File: src/rtl/brams_portb_router_if.sv
// Bundle of the command, BRAM port-B and math read-data signals for the port-B router.
// The master side is the surrounding system: it issues commands and owns the BRAM read data.
// The slave side is the router, which drives the BRAM controls and the math read results.
interface brams_portb_router_if #(
    parameter int BRAM_DW  = 64,
    parameter int BRAM_AW  = 10,
    parameter int BRAMS    = 8,
    parameter int ADR_SRC  = 3,
    parameter int RD_PORTS = 2
);
    localparam int SW = $clog2(BRAMS);
    localparam int AS = $clog2(ADR_SRC + 1);

    logic                        cmd_valid;
    logic [ADR_SRC*BRAM_AW-1:0]  math_adr;
    logic [BRAMS*AS-1:0]         adr_sel;
    logic                        math_we;
    logic [SW-1:0]               we_sel;
    logic [RD_PORTS-1:0]         rd_req;
    logic [RD_PORTS*SW-1:0]      rd_sel;
    logic                        err_clr;

    logic [BRAMS*BRAM_AW-1:0]    bram_adr;
    logic [BRAMS-1:0]            bram_we;
    logic [BRAMS-1:0]            bram_en;
    logic [BRAMS*BRAM_DW-1:0]    bram_do;

    logic [RD_PORTS*BRAM_DW-1:0] math_dat;
    logic [RD_PORTS-1:0]         math_dat_vld;
    logic                        err_conflict;

    modport master (
        output cmd_valid, math_adr, adr_sel, math_we, we_sel, rd_req, rd_sel, err_clr,
        output bram_do,
        input  bram_adr, bram_we, bram_en,
        input  math_dat, math_dat_vld, err_conflict
    );

    modport slave (
        input  cmd_valid, math_adr, adr_sel, math_we, we_sel, rd_req, rd_sel, err_clr,
        input  bram_do,
        output bram_adr, bram_we, bram_en,
        output math_dat, math_dat_vld, err_conflict
    );
endinterface

File: src/rtl/brams_portb_router_pipe.sv
// Port-B router for a bank of BRAMs.
// One command per cycle selects an address source per BRAM, an optional write target and
// per-port read sources. Read data returns BRAM_LAT+2 cycles after the command: one cycle
// for the registered BRAM controls, BRAM_LAT for the BRAM itself, one for the output register.
// A sticky flag records writes that collide with a same-cycle read or use a zeroed address.
module brams_portb_router_pipe #(
    parameter int BRAM_DW  = 64,
    parameter int BRAM_AW  = 10,
    parameter int BRAMS    = 8,
    parameter int ADR_SRC  = 3,
    parameter int RD_PORTS = 2,
    parameter int BRAM_LAT = 1
) (
    input logic clk,
    input logic rst,
    brams_portb_router_if.slave bus
);
    localparam int SW   = $clog2(BRAMS);
    localparam int AS   = $clog2(ADR_SRC + 1);
    localparam int PIPE = BRAM_LAT + 1;

    logic [BRAMS*BRAM_AW-1:0]    bramAdr_d, bramAdr_q;
    logic [BRAMS-1:0]            bramEn_d, bramEn_q;
    logic [BRAMS-1:0]            bramWe_d, bramWe_q;
    logic [AS-1:0]               srcCode;

    logic                        errSet;
    logic                        errConflict_d, errConflict_q;

    logic [RD_PORTS-1:0]         rdVld_q [PIPE];
    logic [RD_PORTS*SW-1:0]      rdSel_q [PIPE];

    logic [SW-1:0]               outSel;
    logic [RD_PORTS*BRAM_DW-1:0] mathDat_d, mathDat_q;
    logic [RD_PORTS-1:0]         mathVld_d, mathVld_q;

    // Decode the command into per-BRAM address, enable and write strobe; idle cycles keep the address
    always_comb begin
        bramAdr_d = bramAdr_q;
        bramEn_d  = '0;
        bramWe_d  = '0;
        srcCode   = '0;
        if (bus.cmd_valid) begin
            for (int i = 0; i < BRAMS; i++) begin
                srcCode = bus.adr_sel[i*AS +: AS];
                bramAdr_d[i*BRAM_AW +: BRAM_AW] = '0;
                for (int k = 0; k < ADR_SRC; k++) begin
                    if (srcCode == AS'(k)) begin
                        bramAdr_d[i*BRAM_AW +: BRAM_AW] = bus.math_adr[k*BRAM_AW +: BRAM_AW];
                        bramEn_d[i] = 1'b1;
                    end
                end
                if (bus.math_we && (bus.we_sel == SW'(i))) begin
                    bramWe_d[i] = 1'b1;
                    bramEn_d[i] = 1'b1;
                end
                for (int p = 0; p < RD_PORTS; p++) begin
                    if (bus.rd_req[p] && (bus.rd_sel[p*SW +: SW] == SW'(i))) begin
                        bramEn_d[i] = 1'b1;
                    end
                end
            end
        end
    end

    // Detect write/read collisions and writes through a zeroed address; a new hit outranks a clear
    always_comb begin
        errSet = 1'b0;
        if (bus.cmd_valid && bus.math_we) begin
            for (int p = 0; p < RD_PORTS; p++) begin
                if (bus.rd_req[p] && (bus.rd_sel[p*SW +: SW] == bus.we_sel)) begin
                    errSet = 1'b1;
                end
            end
            for (int i = 0; i < BRAMS; i++) begin
                if ((bus.we_sel == SW'(i)) && (32'(bus.adr_sel[i*AS +: AS]) >= ADR_SRC)) begin
                    errSet = 1'b1;
                end
            end
        end
        if (errSet) begin
            errConflict_d = 1'b1;
        end else if (bus.err_clr) begin
            errConflict_d = 1'b0;
        end else begin
            errConflict_d = errConflict_q;
        end
    end

    // Register the BRAM controls and the conflict flag
    always_ff @(posedge clk) begin
        if (rst) begin
            bramAdr_q     <= '0;
            bramEn_q      <= '0;
            bramWe_q      <= '0;
            errConflict_q <= 1'b0;
        end else begin
            bramAdr_q     <= bramAdr_d;
            bramEn_q      <= bramEn_d;
            bramWe_q      <= bramWe_d;
            errConflict_q <= errConflict_d;
        end
    end

    // Carry read requests and their source BRAM alongside the BRAM access until its data is out
    always_ff @(posedge clk) begin
        if (rst) begin
            for (int s = 0; s < PIPE; s++) begin
                rdVld_q[s] <= '0;
                rdSel_q[s] <= '0;
            end
        end else begin
            rdVld_q[0] <= bus.cmd_valid ? bus.rd_req : '0;
            rdSel_q[0] <= bus.rd_sel;
            for (int s = 1; s < PIPE; s++) begin
                rdVld_q[s] <= rdVld_q[s-1];
                rdSel_q[s] <= rdSel_q[s-1];
            end
        end
    end

    // Pick each port's word from the BRAM outputs; unknown BRAM indices return zero, idle ports hold
    always_comb begin
        mathDat_d = mathDat_q;
        mathVld_d = rdVld_q[PIPE-1];
        outSel    = '0;
        for (int p = 0; p < RD_PORTS; p++) begin
            if (rdVld_q[PIPE-1][p]) begin
                outSel = rdSel_q[PIPE-1][p*SW +: SW];
                mathDat_d[p*BRAM_DW +: BRAM_DW] = '0;
                for (int i = 0; i < BRAMS; i++) begin
                    if (outSel == SW'(i)) begin
                        mathDat_d[p*BRAM_DW +: BRAM_DW] = bus.bram_do[i*BRAM_DW +: BRAM_DW];
                    end
                end
            end
        end
    end

    // Register the math read data and its single-cycle valid pulse
    always_ff @(posedge clk) begin
        if (rst) begin
            mathDat_q <= '0;
            mathVld_q <= '0;
        end else begin
            mathDat_q <= mathDat_d;
            mathVld_q <= mathVld_d;
        end
    end

    assign bus.bram_adr     = bramAdr_q;
    assign bus.bram_en      = bramEn_q;
    assign bus.bram_we      = bramWe_q;
    assign bus.math_dat     = mathDat_q;
    assign bus.math_dat_vld = mathVld_q;
    assign bus.err_conflict = errConflict_q;
endmodule

File: src/flat_wrapper.sv
// flat-port wrapper written by rule: the top's interface ports become plain ports
module brams_portb_router_pipe_flat 
#(
    parameter int BRAM_DW  = 64,
    parameter int BRAM_AW  = 10,
    parameter int BRAMS    = 8,
    parameter int ADR_SRC  = 3,
    parameter int RD_PORTS = 2,
    parameter int BRAM_LAT = 1
)
  (clk, rst, bus_cmd_valid, bus_math_adr, bus_adr_sel, bus_math_we, bus_we_sel, bus_rd_req, bus_rd_sel, bus_err_clr, bus_bram_do, bus_bram_adr, bus_bram_we, bus_bram_en, bus_math_dat, bus_math_dat_vld, bus_err_conflict);
  brams_portb_router_if #(.BRAM_DW(BRAM_DW), .BRAM_AW(BRAM_AW), .BRAMS(BRAMS), .ADR_SRC(ADR_SRC), .RD_PORTS(RD_PORTS)) bus_i ();
  input logic clk;
  input logic rst;
  input wire logic [$bits(bus_i.cmd_valid)-1:0] bus_cmd_valid;
  input wire logic [$bits(bus_i.math_adr)-1:0] bus_math_adr;
  input wire logic [$bits(bus_i.adr_sel)-1:0] bus_adr_sel;
  input wire logic [$bits(bus_i.math_we)-1:0] bus_math_we;
  input wire logic [$bits(bus_i.we_sel)-1:0] bus_we_sel;
  input wire logic [$bits(bus_i.rd_req)-1:0] bus_rd_req;
  input wire logic [$bits(bus_i.rd_sel)-1:0] bus_rd_sel;
  input wire logic [$bits(bus_i.err_clr)-1:0] bus_err_clr;
  input wire logic [$bits(bus_i.bram_do)-1:0] bus_bram_do;
  output wire logic [$bits(bus_i.bram_adr)-1:0] bus_bram_adr;
  output wire logic [$bits(bus_i.bram_we)-1:0] bus_bram_we;
  output wire logic [$bits(bus_i.bram_en)-1:0] bus_bram_en;
  output wire logic [$bits(bus_i.math_dat)-1:0] bus_math_dat;
  output wire logic [$bits(bus_i.math_dat_vld)-1:0] bus_math_dat_vld;
  output wire logic [$bits(bus_i.err_conflict)-1:0] bus_err_conflict;
  assign bus_i.cmd_valid = bus_cmd_valid;
  assign bus_i.math_adr = bus_math_adr;
  assign bus_i.adr_sel = bus_adr_sel;
  assign bus_i.math_we = bus_math_we;
  assign bus_i.we_sel = bus_we_sel;
  assign bus_i.rd_req = bus_rd_req;
  assign bus_i.rd_sel = bus_rd_sel;
  assign bus_i.err_clr = bus_err_clr;
  assign bus_i.bram_do = bus_bram_do;
  assign bus_bram_adr = bus_i.bram_adr;
  assign bus_bram_we = bus_i.bram_we;
  assign bus_bram_en = bus_i.bram_en;
  assign bus_math_dat = bus_i.math_dat;
  assign bus_math_dat_vld = bus_i.math_dat_vld;
  assign bus_err_conflict = bus_i.err_conflict;
  brams_portb_router_pipe #(.BRAM_DW(BRAM_DW), .BRAM_AW(BRAM_AW), .BRAMS(BRAMS), .ADR_SRC(ADR_SRC), .RD_PORTS(RD_PORTS), .BRAM_LAT(BRAM_LAT)) u_core (.clk(clk), .rst(rst), .bus(bus_i));
endmodule
File: config.mk
export PLATFORM = sky130hd
export DESIGN_NAME = brams_portb_router_pipe_flat
export DESIGN_NICKNAME = d
export VERILOG_FILES = /design/src/rtl/brams_portb_router_if.sv /design/src/rtl/brams_portb_router_pipe.sv /design/src/flat_wrapper.sv
export SDC_FILE = /design/constraint.sdc
export NUM_CORES = 1
export LEC_CHECK = 0
export ABC_AREA = 1
export CAP_MARGIN = 20
export CELL_PAD_IN_SITES_DETAIL_PLACEMENT = 2
export CELL_PAD_IN_SITES_GLOBAL_PLACEMENT = 2
export CORE_AREA = 2 2 313 315
export CTS_CLUSTER_DIAMETER = 30
export DETAILED_ROUTE_END_ITERATION = 16
export DIE_AREA = 0 0 315 317
export MAX_ROUTING_LAYER = met4
export PLACE_DENSITY_LB_ADDON = 0.1
export SETUP_SLACK_MARGIN = 0.15
export SLEW_MARGIN = 25
export SYNTH_ARGS = -nofsm -noshare
export SYNTH_HDL_FRONTEND = slang
export SYNTH_SLANG_ARGS = --single-unit
File: constraint.sdc
create_clock -name clk -period 2.15 [get_ports clk]
set_input_delay 0.43 -clock clk [delete_from_list [all_inputs] [get_ports clk]]
set_output_delay 0.43 -clock clk [all_outputs]
set_load 0.05 [all_outputs]
==> reports/metrics.yaml <==
fillers: 11300
synth_top_cells_by_area: "dfxtp_1 (27%), nand2_1 (15%), nand4_1 (12%)"
die_y_um: 317
outcome: "finished clean"
crit_buf_inv: 1
hp-class: "primary input to register"
holdPathEnd: "u_core.bus.bram_adr[36]$_SDFFE_PP0P_"
crit_required_ns: 1.72
hold_path_depth: 3
place.gp.congestion: 0.910
combinationalPowerShare: 0.207
grt_antenna_before_repair: 80
end_kind: "output pin"
netlist-cell-type-count: 26
p_per_area_mw_per_mm2: 734
start_kind: "register"
dp_hpwl_mm: 117
tritoncts: "built"
clockRootBuffer: "clkbuf_16"
clockBufferDepth: 3
wl_per_cell_um: 30.3
avgSynthCellArea_um2: 5.91
finClkSkew_ns: 0.0276
clk-insertion-delay-late_ns: 0.66
netSwitchingPower_mw: 7.11
slew_violations: 0
r2r-start: "u_core.rdSel_q[0][10]$_SDFF_PP0_"
ys_seq_area_frac: 0.272
power.share.clock: 0.580
ios: 801
fin_nets: 4377
grt_remaining_overflow: 0
port_buffers: 800
cts_hold_buf: 0
finalHoldViolations: 0
syn-num-nets: 3605
drtIter0Drc: 2011
areaGrowthSynthToFinish_pct: 74.6
max_stage_delay_ns: 0.45
vias: 27100
numCtsBuffers: 95
routed_via_density: 5.17
period_share: 0.915
wl_mm: 158
drc: 0
clkTransAtPathRegs_ns: 0.04
ff2ff_setup_slack_ns: 0.21
die_area_mm2: 0.0999
yosysTopAreaCellShare: 0.272
post-route-min-period_ns: 1.97
cp.arrival_ns: 1.54
first_pass_iters: 8
grt_pass1_vias: 29300
path_cells: "clkdlybuf4s15_2"
drive_gt1_frac: 0.147
drv_cap: 0
reg2regPathDepth: 8
r2r-end: "u_core.bus.math_dat[113]$_SDFFE_PP0P_"
switching_share: 0.310
clock.fmax_mhz: 509
synth_cells: 3031
path_delay_family: "flip-flops"
dieWidth_um: 315
htree_levels: 3
synth_top_cell_by_area: "dfxtp_1"
core-area_mm2: 0.0963
fp-row-count: 114
synth_edf_count: 0
seqPwrFrac: 0.214
p_int_mw: 15.8
grt_pass1_wl_mm: 220
critical_path.max_fanout: 2
power_leakage_nw: 12.9
synth_seq_cells: 243
ir_drop_uv: 679
tightest_slew_ns: 0.918
ant_nets: 0
syn-cell-area_mm2: 0.0179
setup_violations: 0
rsz0062_at_grt: "no"
cp_slowest_cell: "dfxtp_1"
initial_core_util: 0.186
path_class: "register to output pin"
yosysMostFrequentCell: "nand2_1"
fin_cells: 5233
total_power_mw: 22.9
numClockSinks: 243
ys.flop_type: "dfxtp_1"
dp_cells: 4966
grt_start_max_net_pins: 66
min-delay-start: "rst"
grt_usage: 0.313
async_flop_share: 0
post-route-util: 0.325
slew_headroom: 0.386
ys_top_cells_by_count: "nand2_1 (708), nor2_1 (380), nand4_1 (340)"
synth-warning-count: 0
## final cells by class
| type | count | area (um2) | area share |
|---|---|---|---|
| antenna | 75 | 188 | 0.00600 |
| sequential | 243 | 4880 | 0.156 |
| clock buffer | 148 | 2820 | 0.0901 |
| multi-input combinational | 2309 | 11300 | 0.361 |
| inverter | 216 | 836 | 0.0267 |
| tap | 1276 | 1600 | 0.0511 |
| clock inverter | 28 | 320 | 0.0102 |
| timing repair buffer | 938 | 9340 | 0.299 |
## power by group through the flow
stage | Sequential, mW | Combinational, mW | Clock (mW)
after floorplan | 5.52 | 1.44 | 0
after global placement | 4.97 | 4.64 | 0
after detailed placement | 4.97 | 4.73 | 0
after CTS | 4.89 | 4.72 | 13.5
after global routing | 4.91 | 5.03 | 13.8
final | 4.90 | 4.74 | 13.3
## worst max-delay path by stage
stage | endpoint | startpoint | slack [ns] | cells after the start
detailed placement | u_core.bus.bram_adr[29]$_SDFFE_PP0P_ | bus_adr_sel[5] | -0.08 | 6
CTS | bus_math_dat[67] | u_core.bus.math_dat[67]$_SDFFE_PP0P_ | 0.15 | 1
finish | bus_bram_adr[52] | u_core.bus.bram_adr[52]$_SDFFE_PP0P_ | 0.18 | 1
global placement | u_core.bus.bram_adr[27]$_SDFFE_PP0P_ | bus_adr_sel[5] | -0.08 | 6
global route | u_core.bus.math_dat[116]$_SDFFE_PP0P_ | u_core.rdSel_q[0][10]$_SDFF_PP0_ | 0.15 | 8
floorplan | u_core.bus.math_dat[62]$_SDFFE_PP0P_ | u_core.rdSel_q[0][6]$_SDFF_PP0_ | 0.49 | 10
## layer usage
| metal | vias up | GRT usage | wire (um) |
|---|---|---|---|
| li1 | 12100 | - | - |
| met1 | 13700 | 0.360 | 64600 |
| met2 | 987 | 0.520 | 77300 |
| met3 | 249 | 0.0783 | 11000 |
| met4 | 0 | 0.129 | 5470 |
| met5 | - | - | 0 |
## placed cells by master (no fill, tap or decap), drive strengths merged, types with 169 or more instances in the layout
master,netlist,routed
a21oi,333,333
clkdlybuf4s50,0,571
inv,211,211
nand2,708,708
o21ai,198,198
clkbuf,177,169
dfxtp,243,243
nand3,231,231
buf,86,204
nor2,380,380
nand4,340,340
## kinds of logic after synthesis
logic type | after synthesis | synth area share
DFF | 243 | 0.272
and+or+nand+nor | 1682 | 0.420
AOI/OAI and AO/OA | 626 | 0.204
buffers and inverters | 479 | 0.104
xor gates and xnor gates | 1 | 0.000489
## flip-flops by register name (all words and copies together), names as in the netlist
register,flops
u_core.bus.bram_adr,80
u_core.bus.bram_en,8
u_core.bus.bram_we,8
u_core.bus.err_conflict,1
u_core.bus.math_dat,128
u_core.bus.math_dat_vld,2
u_core.rdSel_q,12
u_core.rdVld_q,4
## what timing repair did
item                       in CTS  in global routing
setup endpoints to repair     211                 78
pin swaps                       0                  3
resized for setup             354                 56
cloned                          0                  2
buffers inserted                6                  8
## stage by stage
| step | instance area, um2 | TNS [ns] | hold slack, ns | setup slack (ns) |
|---|---|---|---|---|
| after global routing | 31300 | 0 | 0.0843 | 0.149 |
| after global placement | 27800 | -0.545 | 0.393 | -0.0759 |
| after CTS | 31000 | 0 | 0.0636 | 0.150 |
| final | 31300 | 0 | 0.103 | 0.184 |
| after floorplan | 17900 | 0 | 0.388 | 0.492 |
| after detailed placement | 27800 | -0.610 | 0.398 | -0.0816 |
(Power assumes the default switching activity.)
